--- src/rtl/step_pulse_gen.sv ---
// Stepper phase sequencer: turns a speed code into a step period and walks the coil table.
// Define STEP_PULSE_GEN_HALF_STEP_EN for the 8-entry half-step table at half the step period.
module step_pulse_gen #(
    parameter int CYC_10RPM = 1500000,
    parameter int CNT_W     = 24
) (
    input  logic       clk,
    input  logic       rst,
    input  logic       en,
    input  logic       dir,
    input  logic [2:0] speed_in,
    output logic [3:0] coil_out,
    output logic       step_pulse,
    output logic       running,
    output logic [2:0] speed_cur
);

`ifdef STEP_PULSE_GEN_HALF_STEP_EN
    localparam int IDX_W   = 3;
    localparam int PER_DIV = 2;
`else
    localparam int IDX_W   = 2;
    localparam int PER_DIV = 1;
`endif

    localparam logic [0:0] S_IDLE = 1'b0;
    localparam logic [0:0] S_RUN  = 1'b1;

    // Terminal counts (period - 1) per speed code, fixed at elaboration.
    localparam logic [CNT_W-1:0] PER_M1_1 = CNT_W'((CYC_10RPM / 1) / PER_DIV - 1);
    localparam logic [CNT_W-1:0] PER_M1_2 = CNT_W'((CYC_10RPM / 2) / PER_DIV - 1);
    localparam logic [CNT_W-1:0] PER_M1_3 = CNT_W'((CYC_10RPM / 3) / PER_DIV - 1);
    localparam logic [CNT_W-1:0] PER_M1_4 = CNT_W'((CYC_10RPM / 4) / PER_DIV - 1);
    localparam logic [CNT_W-1:0] PER_M1_5 = CNT_W'((CYC_10RPM / 5) / PER_DIV - 1);
    localparam logic [CNT_W-1:0] PER_M1_6 = CNT_W'((CYC_10RPM / 6) / PER_DIV - 1);

    logic [0:0]       state_q, state_d;
    logic [IDX_W-1:0] idx_q, idx_d;
    logic [CNT_W-1:0] cnt_q, cnt_d;
    logic [3:0]       coil_q, coil_d;
    logic             pulse_q, pulse_d;
    logic             running_q, running_d;
    logic [2:0]       speed_q, speed_d;

    logic [CNT_W-1:0] period_m1;
    logic [IDX_W-1:0] idx_next;
    logic             speed_valid;

    function automatic logic [3:0] coil_of(input logic [IDX_W-1:0] idx);
        coil_of = 4'b0000;
`ifdef STEP_PULSE_GEN_HALF_STEP_EN
        case (idx)
            3'd0: coil_of = 4'b1000;
            3'd1: coil_of = 4'b1100;
            3'd2: coil_of = 4'b0100;
            3'd3: coil_of = 4'b0110;
            3'd4: coil_of = 4'b0010;
            3'd5: coil_of = 4'b0011;
            3'd6: coil_of = 4'b0001;
            3'd7: coil_of = 4'b1001;
            default: coil_of = 4'b0000;
        endcase
`else
        case (idx)
            2'd0: coil_of = 4'b1100;
            2'd1: coil_of = 4'b0110;
            2'd2: coil_of = 4'b0011;
            2'd3: coil_of = 4'b1001;
            default: coil_of = 4'b0000;
        endcase
`endif
    endfunction

    always_comb begin
        period_m1 = PER_M1_1;
        case (speed_q)
            3'd1: period_m1 = PER_M1_1;
            3'd2: period_m1 = PER_M1_2;
            3'd3: period_m1 = PER_M1_3;
            3'd4: period_m1 = PER_M1_4;
            3'd5: period_m1 = PER_M1_5;
            3'd6: period_m1 = PER_M1_6;
            default: period_m1 = PER_M1_1;
        endcase
    end

    assign speed_valid = (speed_in != 3'd0) && (speed_in != 3'd7);
    // Index width matches the table length, so wrap-around is the natural overflow.
    assign idx_next    = dir ? (idx_q + IDX_W'(1)) : (idx_q - IDX_W'(1));

    always_comb begin
        state_d   = state_q;
        idx_d     = idx_q;
        cnt_d     = cnt_q;
        coil_d    = coil_q;
        pulse_d   = 1'b0;
        running_d = running_q;
        speed_d   = speed_q;

        case (state_q)
            S_IDLE: begin
                cnt_d     = '0;
                coil_d    = 4'b0000;
                running_d = 1'b0;
                speed_d   = 3'd0;
                if (en && speed_valid) begin
                    state_d   = S_RUN;
                    speed_d   = speed_in;
                    coil_d    = coil_of(idx_q);
                    running_d = 1'b1;
                end
            end
            S_RUN: begin
                if (!en) begin
                    state_d   = S_IDLE;
                    cnt_d     = '0;
                    coil_d    = 4'b0000;
                    running_d = 1'b0;
                    speed_d   = 3'd0;
                end else if (cnt_q == period_m1) begin
                    // Speed and direction are only sampled here, keeping every period whole.
                    cnt_d = '0;
                    if (speed_valid) begin
                        idx_d   = idx_next;
                        coil_d  = coil_of(idx_next);
                        pulse_d = 1'b1;
                        speed_d = speed_in;
                    end else begin
                        state_d   = S_IDLE;
                        coil_d    = 4'b0000;
                        running_d = 1'b0;
                        speed_d   = 3'd0;
                    end
                end else begin
                    cnt_d = cnt_q + CNT_W'(1);
                end
            end
            default: begin
                state_d = S_IDLE;
            end
        endcase
    end

    always_ff @(posedge clk or negedge rst) begin
        if (!rst) begin
            state_q   <= S_IDLE;
            idx_q     <= '0;
            cnt_q     <= '0;
            coil_q    <= 4'b0000;
            pulse_q   <= 1'b0;
            running_q <= 1'b0;
            speed_q   <= 3'd0;
        end else begin
            state_q   <= state_d;
            idx_q     <= idx_d;
            cnt_q     <= cnt_d;
            coil_q    <= coil_d;
            pulse_q   <= pulse_d;
            running_q <= running_d;
            speed_q   <= speed_d;
        end
    end

    assign coil_out   = coil_q;
    assign step_pulse = pulse_q;
    assign running    = running_q;
    assign speed_cur  = speed_q;

endmodule
--- config.mk ---
export PLATFORM = sky130hd
export DESIGN_NAME = step_pulse_gen
export DESIGN_NICKNAME = d
export VERILOG_FILES = /design/src/rtl/step_pulse_gen.sv
export SDC_FILE = /design/constraint.sdc
export NUM_CORES = 1
export LEC_CHECK = 0
export CELL_PAD_IN_SITES_DETAIL_PLACEMENT = 1
export CELL_PAD_IN_SITES_GLOBAL_PLACEMENT = 2
export CORE_MARGIN = 4
export CORE_UTILIZATION = 37
export DETAILED_ROUTE_END_ITERATION = 8
export PLACE_DENSITY_LB_ADDON = 0.1
export SYNTH_ARGS = -nofsm -noshare
export SYNTH_HDL_FRONTEND = slang
export SYNTH_SLANG_ARGS = --single-unit
--- constraint.sdc ---
create_clock -name clk -period 3.3 [get_ports clk]
set_input_delay 0.99 -clock clk [delete_from_list [all_inputs] [get_ports clk]]
set_output_delay 0.99 -clock clk [all_outputs]
set_load 0.01 [all_outputs]
# Word level (Yosys, flattened, before mapping)
# Index checks and enable logic that the tools add are counted.
# W data, S select, Z words.
dict set report totals {
  ff_bits 36
  in_bits 7
  output_inout_bits 9
}
dict set report classes {
  add_sub_neg 3
  n_eq_ne 15
  n_mux 29
  bitwise 1
  reduce_logical 7
}
# op count
set op_table {}
lappend op_table {{$pmux W21 S5} 1}
lappend op_table {{$mux W24} 2}
lappend op_table {{$pmux W24 S2} 1}
lappend op_table {{$pmux W4 S4} 2}
lappend op_table {{$add A24 B1 Y24 const B} 1}
lappend op_table {{$eq A24 B24 Y1} 1}
lappend op_table {{$mux W4} 4}
lappend op_table {{$mux W3} 4}
lappend op_table {{$mux W1} 10}
lappend op_table {{$eq A3 B3 Y1 const B} 3}
lappend op_table {{$eq A2 B2 Y1 const B} 4}
lappend op_table {{$pmux W4 S2} 1}
lappend op_table {{$eq A3 B2 Y1 const B} 2}
lappend op_table {{$ne A3 B3 Y1 const B} 2}
lappend op_table {{$pmux W3 S2} 1}
lappend op_table {{$eq A2 B1 Y1 const B} 2}
lappend op_table {{$logic_not A2 Y1} 2}
lappend op_table {{$pmux W1 S2} 2}
lappend op_table {{$reduce_and A4 Y1} 1}
lappend op_table {{$ne A3 B2 Y1 const B} 1}
lappend op_table {{$reduce_bool A3 Y1} 1}
lappend op_table {{$add A2 B1 Y2 const B} 1}
lappend op_table {{$logic_and A1 B1 Y1} 2}
lappend op_table {{$mux W2} 1}
lappend op_table {{other kinds (3)} 3}

# Logic depth before layout (Yosys ltp)
# Gate-level depths: netlist of the first run.
dict set report logic_depth {
  word_depth 8
  ltp_mapped 10
}

# Least setup slack after synthesis of the first run
# OpenSTA, ideal clock, no wires.
dict set report synth_timing {
  path_kind {flip-flop to flip-flop}
  from {register speed_q[1] (netlist: speed_cur[1])}
  to {register coil_q[2] (netlist: coil_out[2])}
  arrival_ps 2237
  t_required_ps 3172
  path_slack_ps 935
  path_stages_with_launch 8
  path_buffers 2
  path_cell_list {dfrtp_1 > buf_4 > or2_1 > o211a_1 > a2111o_1 > o311ai_4 > buf_6 > mux2_1}
}
dict set report synth_between {
  elab_chain_len 4
  word_cells_on_any_way 8
  cone_classes {eq/ne: 7; mux: 1}
}
# item line
set synth_lines {}
lappend synth_lines {{start, declared} 43} ;# logic [2:0] speed_q, speed_d;
lappend synth_lines {{start signal, assigned} 160} ;# speed_q <= speed_d;
lappend synth_lines {{$eq A3 B3 Y1 / $eq A3 B2 Y1 (equally long branches)} 76} ;# case (speed_q)
lappend synth_lines {{$pmux W21 S5 (*)} 76}
lappend synth_lines {{$eq A24 B24 Y1 (*)} 120} ;# end else if (cnt_q == period_m1) begin
lappend synth_lines {{$ne A3 B2 Y1 (no line) (*)} n/a}
lappend synth_lines {{end signal, assigned} 157} ;# coil_q <= coil_d;
lappend synth_lines {{end, declared} 40} ;# logic [3:0] coil_q, coil_d;
# Mark *: on every way between the ends. The rest lies on a longest branch, timed or not.
# A chain may end at the register's enable or synchronous reset.

# Worst setup path after layout of the first run
dict set report layout_timing {
  from {register speed_q[1] (netlist: speed_cur[1])}
  to {register cnt_q[4]}
}
dict set report layout_between {
  elab_chain_len 6
  word_cells_on_any_way 10
  cone_classes {eq/ne: 6; mux: 4}
}
# item line
set layout_lines {}
lappend layout_lines {{$eq A3 B3 Y1 / $eq A3 B2 Y1 (equally long branches)} 76}
lappend layout_lines {{$pmux W21 S5 (*)} 76}
lappend layout_lines {{$eq A24 B24 Y1 (*)} 120}
lappend layout_lines {{$mux W24 (*)} 120}
lappend layout_lines {{$mux W24 (*)} 114} ;# if (!en) begin
lappend layout_lines {{$pmux W24 S2 (*)} 100} ;# case (state_q)
lappend layout_lines {{net cnt_d[4]} 39} ;# logic [CNT_W-1:0] cnt_q, cnt_d;
lappend layout_lines {{end signal, assigned} 156} ;# cnt_q <= cnt_d;
lappend layout_lines {{end, declared} 39}
# The timed path passes the listed nets; every way through them passes the cells marked *.

==> metrics.log, run 1 <==
[metrics] dpl ws: 0.462 ns
[metrics] result of the run: finished, final reports clean
[metrics] count of inserted antenna diode cells: 0
[metrics] residual antenna-violating net count after detailed routing: 0
[metrics] number of flops mapped to enable cells by yosys: 0
[metrics] number of port buffers: 15
[metrics] number of nets in the final layout: 272
[metrics] Setup-failing EPs final: 0
[metrics] clock buffer depth: 2
[metrics] total number of vias: between 1500 and 2000
[metrics] wire length of the first global-routing pass: 8980 um
[metrics] CTS Root Buffer Type: sky130_fd_sc_hd__clkbuf_8
[metrics] antenna violations before repair: 0
[metrics] HPWL Detailed: 3800 um
[metrics] standard cell area after detailed placement: approximately 2400 um2
[metrics] vertical die dimension: between 80 and 90 um
[metrics] largest area contributor in the synthesized netlist: sky130_fd_sc_hd__dfrtp_1
[metrics] path category of the worst min-delay check: reg2reg
[metrics] relative contribution of combinational cells to total power: 0.131
[metrics] end-of-flow core utilization: 0.442
[metrics] flip-flop cell with the highest count after synthesis: sky130_fd_sc_hd__dfrtp_1
[metrics] CORE AREA: 5680 um2
[metrics] Syn Std Cell Area: between 2000 and 2500 um2
[metrics] Setup WS post-layout: 0.638 ns
[metrics] total of cells resized after clock tree synthesis: 0
[metrics] synthesis warning total: 0
[metrics] routed wire length: between 5000 and 6000 um
[metrics] largest fanout of any net on the critical path: 18
[metrics] proportion of power drawn by the clock network: 0.337
[metrics] gate count after technology mapping: 240
[metrics] top cell type's share of synthesized area: 0.406
[metrics] count of maximum capacitance violations: 0
[metrics] pin slew with the least headroom to its limit: 0.815 ns
[metrics] number of distinct standard cells referenced by the synthesized netlist: 52
[metrics] num ports: 16
[metrics] leading cell type by number of instances after synthesis: sky130_fd_sc_hd__dfrtp_1
[metrics] IR drop worst, VDD: roughly 0.00016 V
[metrics] die width: 85.5 um
[metrics] worst skew pair latency: 0.29 ns
[metrics] Crit path required time: 3.47 ns
[metrics] Final Skew: approximately 0.0063 ns
[metrics] Seq pwr share: 0.531
[metrics] most frequent cells after synthesis: sky130_fd_sc_hd__dfrtp_1, sky130_fd_sc_hd__nor2_1, sky130_fd_sc_hd__nand2_1, sky130_fd_sc_hd__nand3_1, sky130_fd_sc_hd__xor2_1
[metrics] total clock sinks: 36
[metrics] pwr/cell area: 354 nW/um2
[metrics] RSZ-0062 raised after global routing: no
[metrics] time the final worst path needs with I/O delays and setup: 2.66 ns
[metrics] starting utilization of the core area: 0.391
[metrics] CTS tree: done
[metrics] synthesized area divided by synthesized cell count: just over 9 um2
[metrics] async set or reset register ratio after synthesis: 1.00
[metrics] f_max: about 380 MHz
[metrics] number of cell rows: 27
[metrics] total global routing overflow: 0
[metrics] leading post-synthesis cells by cell area: sky130_fd_sc_hd__dfrtp_1, sky130_fd_sc_hd__nor2_1, sky130_fd_sc_hd__xor2_1, sky130_fd_sc_hd__ha_1, sky130_fd_sc_hd__xnor2_1
[metrics] relative area change from synthesis to final layout: 13.0%
[metrics] Clock H-tree levels: 2
[metrics] TritonCTS Buffers: 5
[metrics] via count of the first global-routing pass: 1769
[metrics] fraction of layout instances using a drive strength above 1: 0.0820
[metrics] NetSw: 0.235 mW
[metrics] Syn Nets: around 260
[metrics] area of the die: between 7000 and 8000 um2
[metrics] final routed wire length divided by cell count: 15.5 um
[metrics] hold violation count in the final report: 0
[metrics] Leak Pwr: between 1 and 1.5 nW
[metrics] clock-pin slew reported for the worst setup and hold paths after clock tree synthesis: around 0.070 ns
[metrics] number of slew-limit violations in the final report: 0
[metrics] Hold Buf Count CTS: 0
[metrics] routability cong.: 0.757
[metrics] average vias per placed instance: 5.23
[metrics] Crit Path Class: reg2reg
[metrics] arrival time at the worst endpoint: 2.83 ns
[metrics] cell area after layout: 2510 um2
[metrics] type of element capturing the critical path: flip-flop
[metrics] portion of the post-synthesis area used by sequential elements: 0.406
[metrics] buffers inserted by post-CTS timing repair: 0
[metrics] final setup TNS: 0 ns
[metrics] Switching Fraction: 0.265
[metrics] element type at the critical path start: flip-flop
[metrics] number of detailed-route iterations in the first pass: 4
[metrics] final clock period utilization by the worst path: 0.807
[metrics] largest net degree at the start of global routing: 37
[metrics] cell-internal power: 0.652 mW
[metrics] initial DRC count: slightly below 60
[metrics] detailed-route DRC error count: 0
[metrics] FF+latch count, synth: 36
[metrics] total routing usage reported by global routing: 0.155
[metrics] Slew headroom: 0.457
registers in the layout, indices dropped and copies added, names as in the netlist:
signal	count
cnt_q	24
coil_out	4
speed_cur	3
idx_q	2
running	1
state_q	1
step_pulse	1
critical path: stages (launching register included):
cell,delay (ns)
sky130_fd_sc_hd__dfrtp_1,0.51
sky130_fd_sc_hd__nand2b_1,0.24
sky130_fd_sc_hd__nor4b_1,0.29
sky130_fd_sc_hd__a31oi_1,0.08
sky130_fd_sc_hd__a2111o_1,0.51
sky130_fd_sc_hd__o311ai_4,0.50
sky130_fd_sc_hd__buf_4,0.32
sky130_fd_sc_hd__nor2_1,0.08
final timing paths:
path | startpoint | endpoint | slack [ns] | depth (start not counted)
min in group asynchronous | rst | step_pulse | 0.79 | 1
hold reg to reg | cnt_q[0] | cnt_q[0] | 0.47 | 1
setup reg to reg | speed_cur[1] | cnt_q[4] | 0.64 | 7
setup / recovery | speed_cur[1] | cnt_q[4] | 0.64 | 7
max in group asynchronous | rst | cnt_q[20] | 2.00 | 1
hold / removal | cnt_q[0] | cnt_q[0] | 0.47 | 1
metrics by stage:
stage          power (mW)  std cells  hold slack (ns)
6_report            0.887        328            0.472
5_1_grt             0.941        328            0.496
4_1_cts             0.906        328            0.480
3_5_place_dp        0.600        321            0.471
3_3_place_gp        0.598        321            0.459
2_1_floorplan       0.544        240            0.431
layout make-up:
cell class / instances / area, um2
Fill cell: 675 / 3170
Sequential cell: 36 / 901
Inverter: 9 / 33.8
Tap cell: 72 / 90.1
Clock inverter: 1 / 5.00
Multi-Input combinational cell: 183 / 1220
Timing Repair Buffer: 21 / 190
Clock buffer: 6 / 72.6
per-layer routing:
layer  track usage  vias up  wire length (um)
met3        0.0359        6               134
met4        0.0475        0                65
met2         0.222       15              2170
met1         0.228      835              2720
met5             0        -                 0
li1              -      859                 -
cells by family (layout without fill, tap and decap cells):
family / after synthesis / in the layout / share of synthesized area
XOR/XNOR: 23 / 23 / 0.0908
adder cells (fa/ha/maj): 9 / 9 / 0.0507
multiplexers: 11 / 11 / 0.0524
buffers and inverters: 21 / 37 / 0.0462
flip-flops: 36 / 36 / 0.406
AND/OR/NAND/NOR: 108 / 108 / 0.246
AO/OA/AOI/OAI: 32 / 32 / 0.108
power by group through the flow:
stage | registers (mW) | clock network (mW) | logic, mW
final | 0.471 | 0.299 | 0.117
after global routing | 0.474 | 0.336 | 0.131
after CTS | 0.472 | 0.315 | 0.120
after detailed placement | 0.480 | 0 | 0.119
after global placement | 0.480 | 0 | 0.118
after floorplan | 0.474 | 0 | 0.0707
layout by cell type, fill, tap and decap left out, types with 7 or more instances in the layout:
| cell | instances |
|---|---|
| sky130_fd_sc_hd__nand2_1 | 20 |
| sky130_fd_sc_hd__ha_1 | 9 |
| sky130_fd_sc_hd__nand3_1 | 14 |
| sky130_fd_sc_hd__clkdlybuf4s50_1 | 14 |
| sky130_fd_sc_hd__nor2_1 | 34 |
| sky130_fd_sc_hd__nor2b_1 | 7 |
| sky130_fd_sc_hd__xor2_1 | 14 |
| sky130_fd_sc_hd__inv_1 | 8 |
| sky130_fd_sc_hd__dfrtp_1 | 36 |
| sky130_fd_sc_hd__xnor2_1 | 9 |
| sky130_fd_sc_hd__a21oi_1 | 8 |
No activity file was read; power rests on OpenSTA's default activity.
==> run 2: changes to the inputs <==
==> constraint.sdc (replaced) <==
create_clock -name clk -period 2.45 [get_ports clk]
set_input_delay 0.735 -clock clk [delete_from_list [all_inputs] [get_ports clk]]
set_output_delay 0.735 -clock clk [all_outputs]
set_load 0.01 [all_outputs]
==> run 2 against run 1 <==
Net effect: global-route usage rose by 1.5 points; largest cell class unchanged; first-iteration DRC count grew 24%; worst setup slack worse by 0.52 ns; highest routed layer unchanged; non-clock buffer count is 18 higher; worst hold slack worse by 0.0091 ns; final cell count increased by 5.8%; utilization grew 3.4 points; maximum frequency rose by 14%; sequential power is 34% higher; power up 43%; clock-buffer cell count grew 1.
==> metrics.log, run 2 (synthesis gave the netlist of run 1 again) <==
[metrics] detailed-route DRC error count: 0
[metrics] global-route layer with the greatest usage: met2
[metrics] Slew headroom: 0.678
[metrics] arrival time at the worst endpoint: 2.50 ns
[metrics] flop2flop setup slack: 0.12 ns
[metrics] fraction of met3 tracks used by global routing: 0.0388
[metrics] flip-flop and latch area: 903 um2
[metrics] Placed Cells: 339
[metrics] CORE AREA: 5680 um2
[metrics] residual antenna-violating net count after detailed routing: 0
[metrics] largest fanout of any net on the critical path: 7
[metrics] antenna violations before repair: 0
[metrics] met1 Resource Use GR: 0.237
[metrics] relative area change from synthesis to final layout: 21.8%
[metrics] pwr/cell area: 471 nW/um2
[metrics] multi-input combinational cell area: 1240 um2
[metrics] Setup-failing EPs final: 0
[metrics] final setup TNS: 0 ns
[metrics] Seq pwr share: 0.495
[metrics] via count of the first global-routing pass: 1898
[metrics] global-route met2 utilization: 0.263
[metrics] hold violation count in the final report: 0
[metrics] total routing usage reported by global routing: 0.170
[metrics] TritonCTS Buffers: 5
[metrics] type of element capturing the critical path: flip-flop
[metrics] post-route non-filler standard cell count: 347
[metrics] CTS Root Buffer Type: sky130_fd_sc_hd__clkbuf_8
[metrics] clock-pin slew reported for the worst setup and hold paths after clock tree synthesis: 0.07 ns
[metrics] most flop-heavy register: cnt_q
[metrics] number of detailed-route iterations in the first pass: 4
[metrics] worst skew pair latency: 0.29 ns
[metrics] number of flip-flops in the largest register: 24
[metrics] starting utilization of the core area: 0.391
[metrics] die width: between 80 and 90 um
[metrics] Crit Path Class: reg2reg
[metrics] routed wire length: 5590 um
[metrics] Crit path required time: 2.62 ns
[metrics] total clock sinks: 36
[metrics] element type at the critical path start: flip-flop
[metrics] wire length of the first global-routing pass: about 10000 um
[metrics] number of nets in the final layout: 290
[metrics] number of slew-limit violations in the final report: 0
[metrics] cell area after layout: around 2700 um2
[metrics] Worst Path Buf+Inv: 1
[metrics] crit path max-delay cell type: sky130_fd_sc_hd__a2111o_1
[metrics] pin slew with the least headroom to its limit: approximately 0.48 ns
[metrics] Leak Pwr: about 1.2 nW
[metrics] time the final worst path needs with I/O delays and setup: 2.33 ns
[metrics] number of cell rows: 27
[metrics] path category of the worst min-delay check: reg2reg
[metrics] total number of vias: 1821
[metrics] end-of-flow core utilization: 0.476
[metrics] count of maximum capacitance violations: 0
[metrics] HPWL Detailed: 4310 um
[metrics] routability cong.: 0.750
[metrics] largest net degree at the start of global routing: 37
[metrics] NetSw: 0.341 mW
[metrics] RSZ-0062 raised after global routing: no
[metrics] fill cell count: 683
[metrics] leading cell types in the layout, fill and taps excluded: sky130_fd_sc_hd__nor2_1, sky130_fd_sc_hd__dfrtp_1, sky130_fd_sc_hd__buf_4
[metrics] standard cell area after detailed placement: 2580 um2
[metrics] relative contribution of combinational cells to total power: 0.148
[metrics] cell-internal power: 0.932 mW
[metrics] result of the run: finished, final reports clean
[metrics] f_max: roughly 430 MHz
[metrics] Switching Fraction: 0.268
[metrics] delay-heaviest family, CP: compound AO/OA/AOI/OAI gates
[metrics] num ports: 16
[metrics] total global routing overflow: 0
[metrics] initial DRC count: between 70 and 80
[metrics] final clock period utilization by the worst path: 0.951
[metrics] clock buffer depth: 2
[metrics] Clock H-tree levels: 2
[metrics] count of inserted antenna diode cells: 0
[metrics] CP Cell Sequence: nand2b_1 > nor4b_1 > a31oi_1 > a2111o_1 > o311ai_4 > buf_12 > mux2_2
[metrics] proportion of power drawn by the clock network: 0.356
[metrics] final routed wire length divided by cell count: about 16 um
[metrics] CTS tree: done
[metrics] vertical die dimension: 85.5 um
[metrics] average vias per placed instance: approximately 5.2
[metrics] fraction of layout instances using a drive strength above 1: 0.164
[metrics] Worst path max stage delay: 0.47 ns
[metrics] area of the die: ~7300 um2
[metrics] number of port buffers: 15
[metrics] IR drop worst, VDD: about 0.00023 V
[metrics] Final Skew: 0.00559 ns
[run 2: final timing paths]
check / endpoint / depth (start not counted) / start
setup / recovery: coil_out[0] / 7 / speed_cur[1]
max in group asynchronous: speed_cur[2] / 2 / rst
setup reg to reg: coil_out[0] / 7 / speed_cur[1]
hold / removal: cnt_q[0] / 1 / cnt_q[0]
min in group asynchronous: idx_q[0] / 2 / rst
hold reg to reg: cnt_q[0] / 1 / cnt_q[0]
[run 2: per-layer routing]
metal	up-vias	share of wire
met2	18	0.45
met4	0	0.0086
met3	5	0.028
met5	-	0
li1	893	-
met1	905	0.51
[run 2: area by class of cell]
class | count | area share
flip-flops and latches | 36 | 0.334
repair buffers | 39 | 0.125
well taps | 72 | 0.0333
clock inverters | 1 | 0.00278
clock buffers | 7 | 0.0319
multi-input cells | 183 | 0.460
inverters | 9 | 0.0125
[run 2: what timing repair did]
| item | in CTS | in global routing |
|---|---|---|
| setup buffers | 0 | 0 |
| setup endpoints to repair | 0 | 19 |
| hold buffers | 0 | 0 |
| gates resized for setup | 0 | 6 |
[run 2: power by group through the flow]
stage / clock (mW) / sequential [mW] / combinational, mW
3_5_place_dp: 0 / 0.642 / 0.190
2_1_floorplan: 0 / 0.638 / 0.0952
5_1_grt: 0.500 / 0.633 / 0.210
3_3_place_gp: 0 / 0.640 / 0.186
6_report: 0.454 / 0.630 / 0.189
4_1_cts: 0.468 / 0.630 / 0.191
[run 2: metrics by stage]
step	hold slack [ns]	power, mW	setup WS, ns
after floorplan	0.431	0.733	0.0851
after global placement	0.455	0.826	0.107
after detailed placement	0.459	0.831	0.0509
after CTS	0.469	1.29	0.0355
after global routing	0.512	1.34	0.0244
final	0.463	1.27	0.121
